### config.mk
export PLATFORM = sky130hd
export DESIGN_NAME = hex_cmd_parser
export DESIGN_NICKNAME = d
export VERILOG_FILES = /design/src/rtl/hex_cmd_parser.sv
export SDC_FILE = /design/constraint.sdc
export NUM_CORES = 1
export LEC_CHECK = 0
export CAP_MARGIN = 10
export CORE_MARGIN = 4
export CORE_UTILIZATION = 45
export CTS_CLUSTER_DIAMETER = 40
export CTS_CLUSTER_SIZE = 14
export DETAILED_ROUTE_END_ITERATION = 6
export PLACE_DENSITY = 0.71
export SETUP_SLACK_MARGIN = 0.4
export SYNTH_ARGS = -nofsm -noshare
export SYNTH_HDL_FRONTEND = slang
export SYNTH_SLANG_ARGS = --single-unit
### constraint.sdc
create_clock -name clk -period 6.88 [get_ports clk]
set_input_delay 0.688 -clock clk [delete_from_list [all_inputs] [get_ports clk]]
set_output_delay 0.688 -clock clk [all_outputs]
set_load 0.03 [all_outputs]
### src/rtl/hex_cmd_parser.sv
// hex_cmd_parser: parses ASCII "<hexA>(+|-)<hexB>(=|CR)" byte streams into an
// add/sub command for a 32-bit adder stage, with ready/valid hand-off.
// Optional build macro: LOWERCASE_HEX_EN (accept 'a'-'f' as hex digits).
module hex_cmd_parser #(
  parameter int unsigned MAX_DIGITS = 8
) (
  input  logic        clk,
  input  logic        rst_n,
  input  logic [7:0]  rx_data,
  input  logic        rx_valid,
  output logic        rx_ready,
  output logic [31:0] op_a,
  output logic [31:0] op_b,
  output logic        op_sub,
  output logic        c_in,
  output logic        cmd_valid,
  input  logic        cmd_ready,
  output logic        err
);

  localparam int unsigned CNT_W = $clog2(MAX_DIGITS + 1);

  localparam logic [7:0] CH_SPACE = 8'h20;
  localparam logic [7:0] CH_PLUS  = 8'h2B;
  localparam logic [7:0] CH_MINUS = 8'h2D;
  localparam logic [7:0] CH_EQ    = 8'h3D;
  localparam logic [7:0] CH_CR    = 8'h0D;
  localparam logic [7:0] CH_ESC   = 8'h1B;

  typedef enum logic [1:0] {IDLE, OPA, OPB, ISSUE} state_t;

  state_t           r_state;
  logic [31:0]      r_op_a;
  logic [31:0]      r_op_b;
  logic             r_op_sub;
  logic [CNT_W-1:0] r_cnt;
  logic             r_cmd_valid;
  logic             r_err;
  logic             r_rx_ready;

  logic       w_is_digit;
  logic [3:0] w_nibble;
  logic       w_consume;
  logic       w_is_op;
  logic       w_is_term;
  logic       w_cnt_full;
  logic       w_go_idle;
  logic       w_raise_err;

  // Hex digit decode of the incoming byte
  always_comb begin
    w_is_digit = 1'b0;
    w_nibble   = 4'h0;
    if (rx_data >= 8'h30 && rx_data <= 8'h39) begin
      w_is_digit = 1'b1;
      w_nibble   = rx_data[3:0];
    end else if (rx_data >= 8'h41 && rx_data <= 8'h46) begin
      w_is_digit = 1'b1;
      w_nibble   = rx_data[3:0] + 4'd9;
    end
`ifdef LOWERCASE_HEX_EN
    else if (rx_data >= 8'h61 && rx_data <= 8'h66) begin
      w_is_digit = 1'b1;
      w_nibble   = rx_data[3:0] + 4'd9;
    end
`endif
  end

  assign w_consume  = rx_valid && (r_state != ISSUE) && (rx_data != CH_SPACE);
  assign w_is_op    = (rx_data == CH_PLUS) || (rx_data == CH_MINUS);
  assign w_is_term  = (rx_data == CH_EQ) || (rx_data == CH_CR);
  assign w_cnt_full = (r_cnt == CNT_W'(MAX_DIGITS));

  // Classify the current cycle: abort/complete back to IDLE and/or flag an error
  always_comb begin
    w_go_idle   = 1'b0;
    w_raise_err = 1'b0;
    case (r_state)
      IDLE: begin
        if (w_consume && !w_is_digit) w_raise_err = 1'b1;
      end
      OPA, OPB: begin
        if (w_consume) begin
          if (w_is_digit) begin
            if (w_cnt_full) begin
              w_go_idle   = 1'b1;
              w_raise_err = 1'b1;
            end
          end else if (rx_data == CH_ESC) begin
            w_go_idle = 1'b1;
          end else if (r_state == OPA && w_is_op) begin
            w_go_idle = 1'b0;
          end else if (r_state == OPB && w_is_term) begin
            if (r_cnt == '0) begin
              w_go_idle   = 1'b1;
              w_raise_err = 1'b1;
            end
          end else begin
            w_go_idle   = 1'b1;
            w_raise_err = 1'b1;
          end
        end
      end
      ISSUE: begin
        if (cmd_ready) w_go_idle = 1'b1;
      end
      default: w_go_idle = 1'b1;
    endcase
  end

  // Parser FSM with registered operands and handshake outputs
  always_ff @(posedge clk or negedge rst_n) begin
    if (!rst_n) begin
      r_state     <= IDLE;
      r_op_a      <= '0;
      r_op_b      <= '0;
      r_op_sub    <= 1'b0;
      r_cnt       <= '0;
      r_cmd_valid <= 1'b0;
      r_err       <= 1'b0;
      r_rx_ready  <= 1'b1;
    end else begin
      r_err <= w_raise_err;
      if (w_go_idle) begin
        r_state     <= IDLE;
        r_op_a      <= '0;
        r_op_b      <= '0;
        r_op_sub    <= 1'b0;
        r_cnt       <= '0;
        r_cmd_valid <= 1'b0;
        r_rx_ready  <= 1'b1;
      end else begin
        case (r_state)
          IDLE: begin
            if (w_consume && w_is_digit) begin
              r_op_a  <= 32'(w_nibble);
              r_cnt   <= CNT_W'(1);
              r_state <= OPA;
            end
          end
          OPA: begin
            if (w_consume) begin
              if (w_is_digit) begin
                r_op_a <= {r_op_a[27:0], w_nibble};
                r_cnt  <= r_cnt + CNT_W'(1);
              end else if (w_is_op) begin
                r_op_sub <= (rx_data == CH_MINUS);
                r_op_b   <= '0;
                r_cnt    <= '0;
                r_state  <= OPB;
              end
            end
          end
          OPB: begin
            if (w_consume) begin
              if (w_is_digit) begin
                r_op_b <= {r_op_b[27:0], w_nibble};
                r_cnt  <= r_cnt + CNT_W'(1);
              end else if (w_is_term) begin
                r_state     <= ISSUE;
                r_cmd_valid <= 1'b1;
                r_rx_ready  <= 1'b0;
              end
            end
          end
          default: begin
            r_state <= r_state;
          end
        endcase
      end
    end
  end

  assign rx_ready  = r_rx_ready;
  assign op_a      = r_op_a;
  assign op_b      = r_op_b;
  assign op_sub    = r_op_sub;
  assign c_in      = r_op_sub;
  assign cmd_valid = r_cmd_valid;
  assign err       = r_err;

endmodule

-- Word-level counts from Yosys, hierarchy flattened
Index checks and enable logic that the tools add are counted.
- $add $sub $neg: 2
- multiply operators: 0
- divide/modulo/power cells: 0
- magnitude comparators: 4
- eq/ne operators: 22
- shifts and indexed selects: 0
- muxes and demuxes: 62
- bitwise gates (word level): 0
- reductions and logical operators: 28
- operator list (kind ; count):
    32-bit two-way mux ; 10
    32-bit one-hot mux with 2 select lines ; 2
    4-bit two-way mux ; 9
    1-bit two-way mux ; 29
    3-bit != test (second input constant) ; 9
    8-bit by 6-bit == test with 1-bit output (second input constant) ; 3
    2-bit two-way mux ; 8
    4-bit one-hot mux with 3 select lines ; 1
    4-bit AND reduction ; 3
    6-bit AND reduction ; 2
    2-bit nonzero test ; 5
    8-bit by 4-bit == test with 1-bit output (second input constant) ; 1
    8-bit by 5-bit == test with 1-bit output (second input constant) ; 1
    8-bit by 6-bit >= comparator with 1-bit output (second input constant) ; 1
    8-bit by 7-bit >= comparator with 1-bit output (second input constant) ; 1
    8-bit by 6-bit less-or-equal comparator with 1-bit output (second input constant) ; 1
    8-bit by 7-bit less-or-equal comparator with 1-bit output (second input constant) ; 1
    1-bit logical AND ; 8
    8-bit by 6-bit != test with 1-bit output (second input constant) ; 1
    8-bit AND reduction ; 1
    2-bit one-hot mux with 3 select lines ; 1
    3-bit nonzero test ; 2
    4-bit by 1-bit adder with 4-bit output (second input constant) ; 1
    4-bit adder (second input constant) ; 1
    13 further kinds ; 16
- bits in registers: 74
- bits in latches: 0
- RAM bits: 0
- memory bits (read-only): 0
- input bits: 12
- output and inout bits: 69
- memories kept: 0

-- Longest topological paths before layout
- depth in word-level cells: 11
- depth in mapped cells: 12

-- Least setup slack after synthesis
Ideal clock, no wire load.
- kind: input-to-reg
- start point: input rx_data[1]
- end point: register r_cnt[2]
- arrival time: 2.973 ns
- slack: 3.789 ns
- cell stages on the path: 12
- buffers on the path: 3
- path through: inv_1 > ha_1 > nor4b_4 > nor4_4 > or2_1 > buf_4 > a2111o_2 > a21oi_4 > buf_6 > buf_4 > o22ai_1 > a21o_1
- longest elaborated chain between the ends: 11
- elaborated cells between the ends (all ways): 37
- ends and longest elaborated chain (item ; line ; RTL):
    start: declaration ; 9 ; input logic [7:0] rx_data,
    parallel branches: the longest is 11 deep, another holds 8-bit by 7-bit >= comparator with 1-bit output ; n/a ;
    end signal: assignment ; 145 ; r_cnt <= r_cnt + CNT_W'(1);
    end signal: assignment ; 158 ; r_cnt <= r_cnt + CNT_W'(1);
    end: declaration ; 36 ; logic [CNT_W-1:0] r_cnt;
Several ways; the timed one is not identified. The select of a mux whose other input is x is not followed.
A chain may end at the register's enable or synchronous reset.

-- Worst setup path after layout
- start point: input rx_data[1]
- end point: register r_op_a[28] (netlist: op_a[28])
- longest elaborated chain between the ends: 11
- elaborated cells between the ends (all ways): 32
- ends and longest elaborated chain (item ; line ; RTL):
    parallel branches: the longest is 11 deep, another holds 8-bit by 7-bit >= comparator with 1-bit output ; n/a ;
    end signal: assignment ; 136 ; r_op_a <= 32'(w_nibble);
    end signal: assignment ; 144 ; r_op_a <= {r_op_a[27:0], w_nibble};
    end: declaration ; 33 ; logic [31:0] r_op_a;
Several ways; the timed one is not identified.

==> flow_results.org <==
** Global routing
- Entering global routing, the biggest net connects 75 pins.
- First-pass GRT wire length :: approximately 14000 um
- After global routing the overflow that remains totals 0.
- The number of global-route vias before repair is between 2k and 3k.
- In the global route stage, overall resource usage came out at approximately 18%.
- The number of antenna violations at the first check in global routing came to 0.

** Synthesis
- Synthesized-area fraction occupied by ao, oa, aoi and oai cells :: 22.4%
- Most used standard cell by instance count after synthesis :: sky130_fd_sc_hd__dfrtp_1
- Post-Synth Simple-Gate Area :: around 16%
- Cell count after synthesis :: about 340
- sky130_fd_sc_hd__dfrtp_1 takes more of the synthesized area than any other cell.
- Synthesis produced a netlist with a net count of 360.
- After Yosys synthesis, XOR and XNOR cells account for 0.242% of the synthesized area.
- In this run, synthesis inferred 0 flip-flops with an integrated enable.
- Counting instances in the post-synthesis netlist gives the leading cell types as 73 x sky130_fd_sc_hd__dfrtp_1, 37 x sky130_fd_sc_hd__a21o_1, 37 x sky130_fd_sc_hd__nand2_1.
- Sequential-to-total area share from yosys stat :: about half
- Most used DFF post-synth :: sky130_fd_sc_hd__dfrtp_1
- In this run, synthesis produced a sequential element count of 74.
- Share of the synthesized area in the top cell type :: roughly 50%
- Number of warnings issued by yosys :: 0
- Async set-or-reset flop fraction in the synthesized netlist :: 100%
- After synthesis, the share of cell area in mux cells is 1.73%.
- After synthesis the cells add up to between 3000 and 4000 um2.
- By area, the combinational part of the netlist is dominated by compound AO/OA/AOI/OAI gates.
- Post-Synthesis Mean Instance Area :: 10.7 um2
- Synth cell types :: 47
- Adder-Cell Fraction of Synth Area :: between 3 and 4%
- Biggest area contributors in the synthesized netlist :: sky130_fd_sc_hd__dfrtp_1 51%, sky130_fd_sc_hd__a21o_1 7.7%, sky130_fd_sc_hd__a22o_1 7.0%, sky130_fd_sc_hd__nor3_1 4.4%, sky130_fd_sc_hd__nand2_1 3.8%

** Power and ir drop
- Total power density per cell area :: between 200 and 300 nW/um2
- Across the VDD grid, the largest voltage drop is between 0.0003 and 0.0004 V.
- Cell leakage power :: ~0.0023 uW

** STA
- Maximum clock frequency :: around 0.26 GHz
- Smallest setup slack after layout :: just over 3 ns
- Final worst path period share :: between 50% and 60%
- Setup TNS after final layout :: 0 ns
- In this run the tightest slew margin relative to its limit is between 30% and 40%.
- The number of max-slew violations in the final report is 0.
- The final count of hold timing violations is 0.
- Setup violations remaining at the end of the flow were counted as 0.
- Worst clock skew on the final layout :: between 0.01 and 0.015 ns
- For the pin with the worst max-slew slack, the measured transition is roughly 0.90 ns.
- Setup repair after global routing left no endpoint under its margin.
- Clock period minus worst slack :: between 3 and 4 ns

** Worst setup path
- Kind of cell adding the most delay to the critical path :: compound AO/OA/AOI/OAI gates
- Sort of element at the start of the critical path :: primary input
- The number of buffers and inverters on the critical path is 3.
- Standard cell with the maximum stage delay on the critical path :: sky130_fd_sc_hd__a21oi_4
- STA classifies the critical path endpoint as a flop.
- Crit path required time :: approximately 7 ns
- Crit path arrival time :: about 4.1 ns
- The critical path in this run is classified as primary input to flop.
- Walking the worst path, the cells encountered are clkdlybuf4s50_1 > inv_1 > ha_1 > nor4b_4 > nor4_4 > or2_1 > a2111o_2 > a21oi_4 > buf_4 > nor3_1 > a21o_1.
- On the worst path, the slowest cell contributes a delay of a little under 0.6 ns.
- Maximum net fanout on the critical path :: 25

** Clocking
- Worst-Skew Late Latency :: approximately 0.34 ns
- Post-CTS Setup Repair Bufs :: 0
- The clock net in this run drives a total of 74 sinks.
- Cts bufs inserted :: 9
- H-tree depth :: 3
- Clock tree synthesis selected as its root buffer the cell sky130_fd_sc_hd__clkbuf_8.
- TritonCTS built the clock tree.
- In this run the deepest clock path goes through 2 buffers.
- Post-CTS clock slew at the launch and capture registers of the worst setup and hold paths :: about 0.070 ns
- Hold-fix buffers, CTS :: 0
- Number of gates given a new drive strength after cts :: 0

** Final layout
- Compared with the post-synthesis result, the final layout area differs by 29.2%.
- In the final layout, the share of cells above drive strength 1 is just over 8%.
- Count of placed standard cells in the final layout, fillers left out :: 515
- The filler cells instantiated in the layout total just under 700.
- Fin nets :: about 430
- Diodes inserted :: 0
- For this run, the share of the core covered by cells in the final layout is 60.1%.
- With fillers left out, the area of the finished cells amounts to approximately 4700 um2.

** Drt
- After detailed routing, the average wire length per cell comes to 15.9 um.
- After detailed routing, the number of vias per cell comes to between 5 and 6.
- The detailed router finished its first iteration with 185 violations.
- The count of nets left with antenna violations once routing finished came out at 0.
- After detailed routing, the total wire length is roughly 8200 um.
- Number of detailed-routing iterations run before antenna repair :: 5
- Via total after detailed routing :: a little under 3k
- Residual DRC count :: 0

** Flow run
- Number of max-cap violations :: 0

** Placement
- After detailed placement, the total cell area comes to 4450 um2.
- Post-detail-place hpwl :: about 5500 um
- Count of buffers from port buffering :: 80
- At the placement stage, the worst setup path has a slack of around 2.4 ns.
- Cell count after placement :: 500
- Routability-driven placement finished with a final weighted congestion of about 0.91.

** Floorplan
- Starting utilization of the core area :: a little under half
- between 80 and 90 I/O pins were placed.
- Core region area :: approximately 8000 um2
- Chip Width :: around 100 um
- The die is 97.6 um tall.
- Row generation in the floorplan step produced 32 rows.
- Floorplan die area :: about 9500 um2

** Min path
- Class of the tightest hold or removal check :: primary input to async pin

** Outcome
- Status :: finished clean
worst reg2reg max path: cells and delay by family, from the launching register on:
kind / cells / cell delay (ns)
AO/OA/AOI/OAI: 4 / 1.46
buffers and inverters: 3 / 0.74
flip-flops: 1 / 0.43
adder cells (fa/ha/maj): 1 / 0.19
AND/OR/NAND/NOR: 2 / 0.18
where the power goes:
group	internal, uW	total [uW]	switching, uW
Sequential	454	472	18.5
Clock	200	357	157
Combinational	163	543	380
layout make-up:
| class | instances | area (um2) | share of cell area, % |
|---|---|---|---|
| Clock buffer | 9 | 124 | 2.65 |
| Clock inverter | 5 | 81.3 | 1.74 |
| Inverter | 11 | 41.3 | 0.884 |
| Multi-Input combinational cell | 228 | 1590 | 34.1 |
| Sequential cell | 74 | 1850 | 39.7 |
| Tap cell | 102 | 128 | 2.73 |
| Timing Repair Buffer | 86 | 851 | 18.2 |
layout by cell type (no fill, tap or decap), types with 3 or more instances in the layout:
cell and count:
sky130_fd_sc_hd__a21o_1 37, sky130_fd_sc_hd__a21oi_1 8, sky130_fd_sc_hd__a22o_1 29, sky130_fd_sc_hd__a31oi_1 4, sky130_fd_sc_hd__and3_1 3, sky130_fd_sc_hd__buf_4 6
sky130_fd_sc_hd__clkbuf_8 9, sky130_fd_sc_hd__clkdlybuf4s50_1 79, sky130_fd_sc_hd__dfrtp_1 73, sky130_fd_sc_hd__ha_1 10, sky130_fd_sc_hd__inv_1 11, sky130_fd_sc_hd__mux2i_1 4
sky130_fd_sc_hd__nand2_1 37, sky130_fd_sc_hd__nand3_1 4, sky130_fd_sc_hd__nor2_1 9, sky130_fd_sc_hd__nor2b_1 5, sky130_fd_sc_hd__nor3_1 32, sky130_fd_sc_hd__o21ai_0 6
sky130_fd_sc_hd__o21bai_1 3, sky130_fd_sc_hd__o2bb2ai_1 3
layer usage:
layer,up-vias,track usage [%],wire length (um)
met5,-,0,0
met4,0,6.50,106
met3,10,3.88,416
met2,82,26.9,3900
met1,1429,24.7,3770
li1,1369,-,-
sequential cells by signal, summed over array words and instances (netlist names):
signal,count
r_state,2
c_in,1
rx_ready,1
op_a,32
op_b,32
cmd_valid,1
err,1
r_cnt,4
final timing paths:
path | start | endpoint | slack [ns] | cells past startpoint
setup / recovery | rx_data[1] | op_a[28]$_DFFE_PN0P_ | 3.04 | 11
hold / removal | rst_n | op_b[19]$_DFFE_PN0P_ | 0.46 | 1
setup reg to reg | r_state[1]$_DFFE_PN0P_ | op_a[28]$_DFFE_PN0P_ | 3.78 | 10
hold reg to reg | op_a[31]$_DFFE_PN0P_ | op_a[31]$_DFFE_PN0P_ | 0.49 | 1
max in group asynchronous | rst_n | op_a[10]$_DFFE_PN0P_ | 5.83 | 1
min in group clk | op_a[31]$_DFFE_PN0P_ | op_a[31]$_DFFE_PN0P_ | 0.49 | 1
logic make-up (layout without fill, tap and decap cells):
kind of cell             count (synthesis)  count (layout)
AND/OR/NAND/NOR                        107             107
AO/OA/AOI/OAI                          104             104
flip-flops                              74              74
buffers and inverters                   36             111
adder cells (fa/ha/maj)                 10              10
multiplexers                             6               6
XOR/XNOR                                 1               1
metrics by stage:
stage                     hold slack, ns  power [uW]
after global placement             0.468         995
after floorplan                    0.392         891
after detailed placement           0.472        1000
after CTS                          0.491        1360
final                              0.457        1370
after global routing               0.507        1460
No activity file was read; power rests on OpenSTA's default activity.
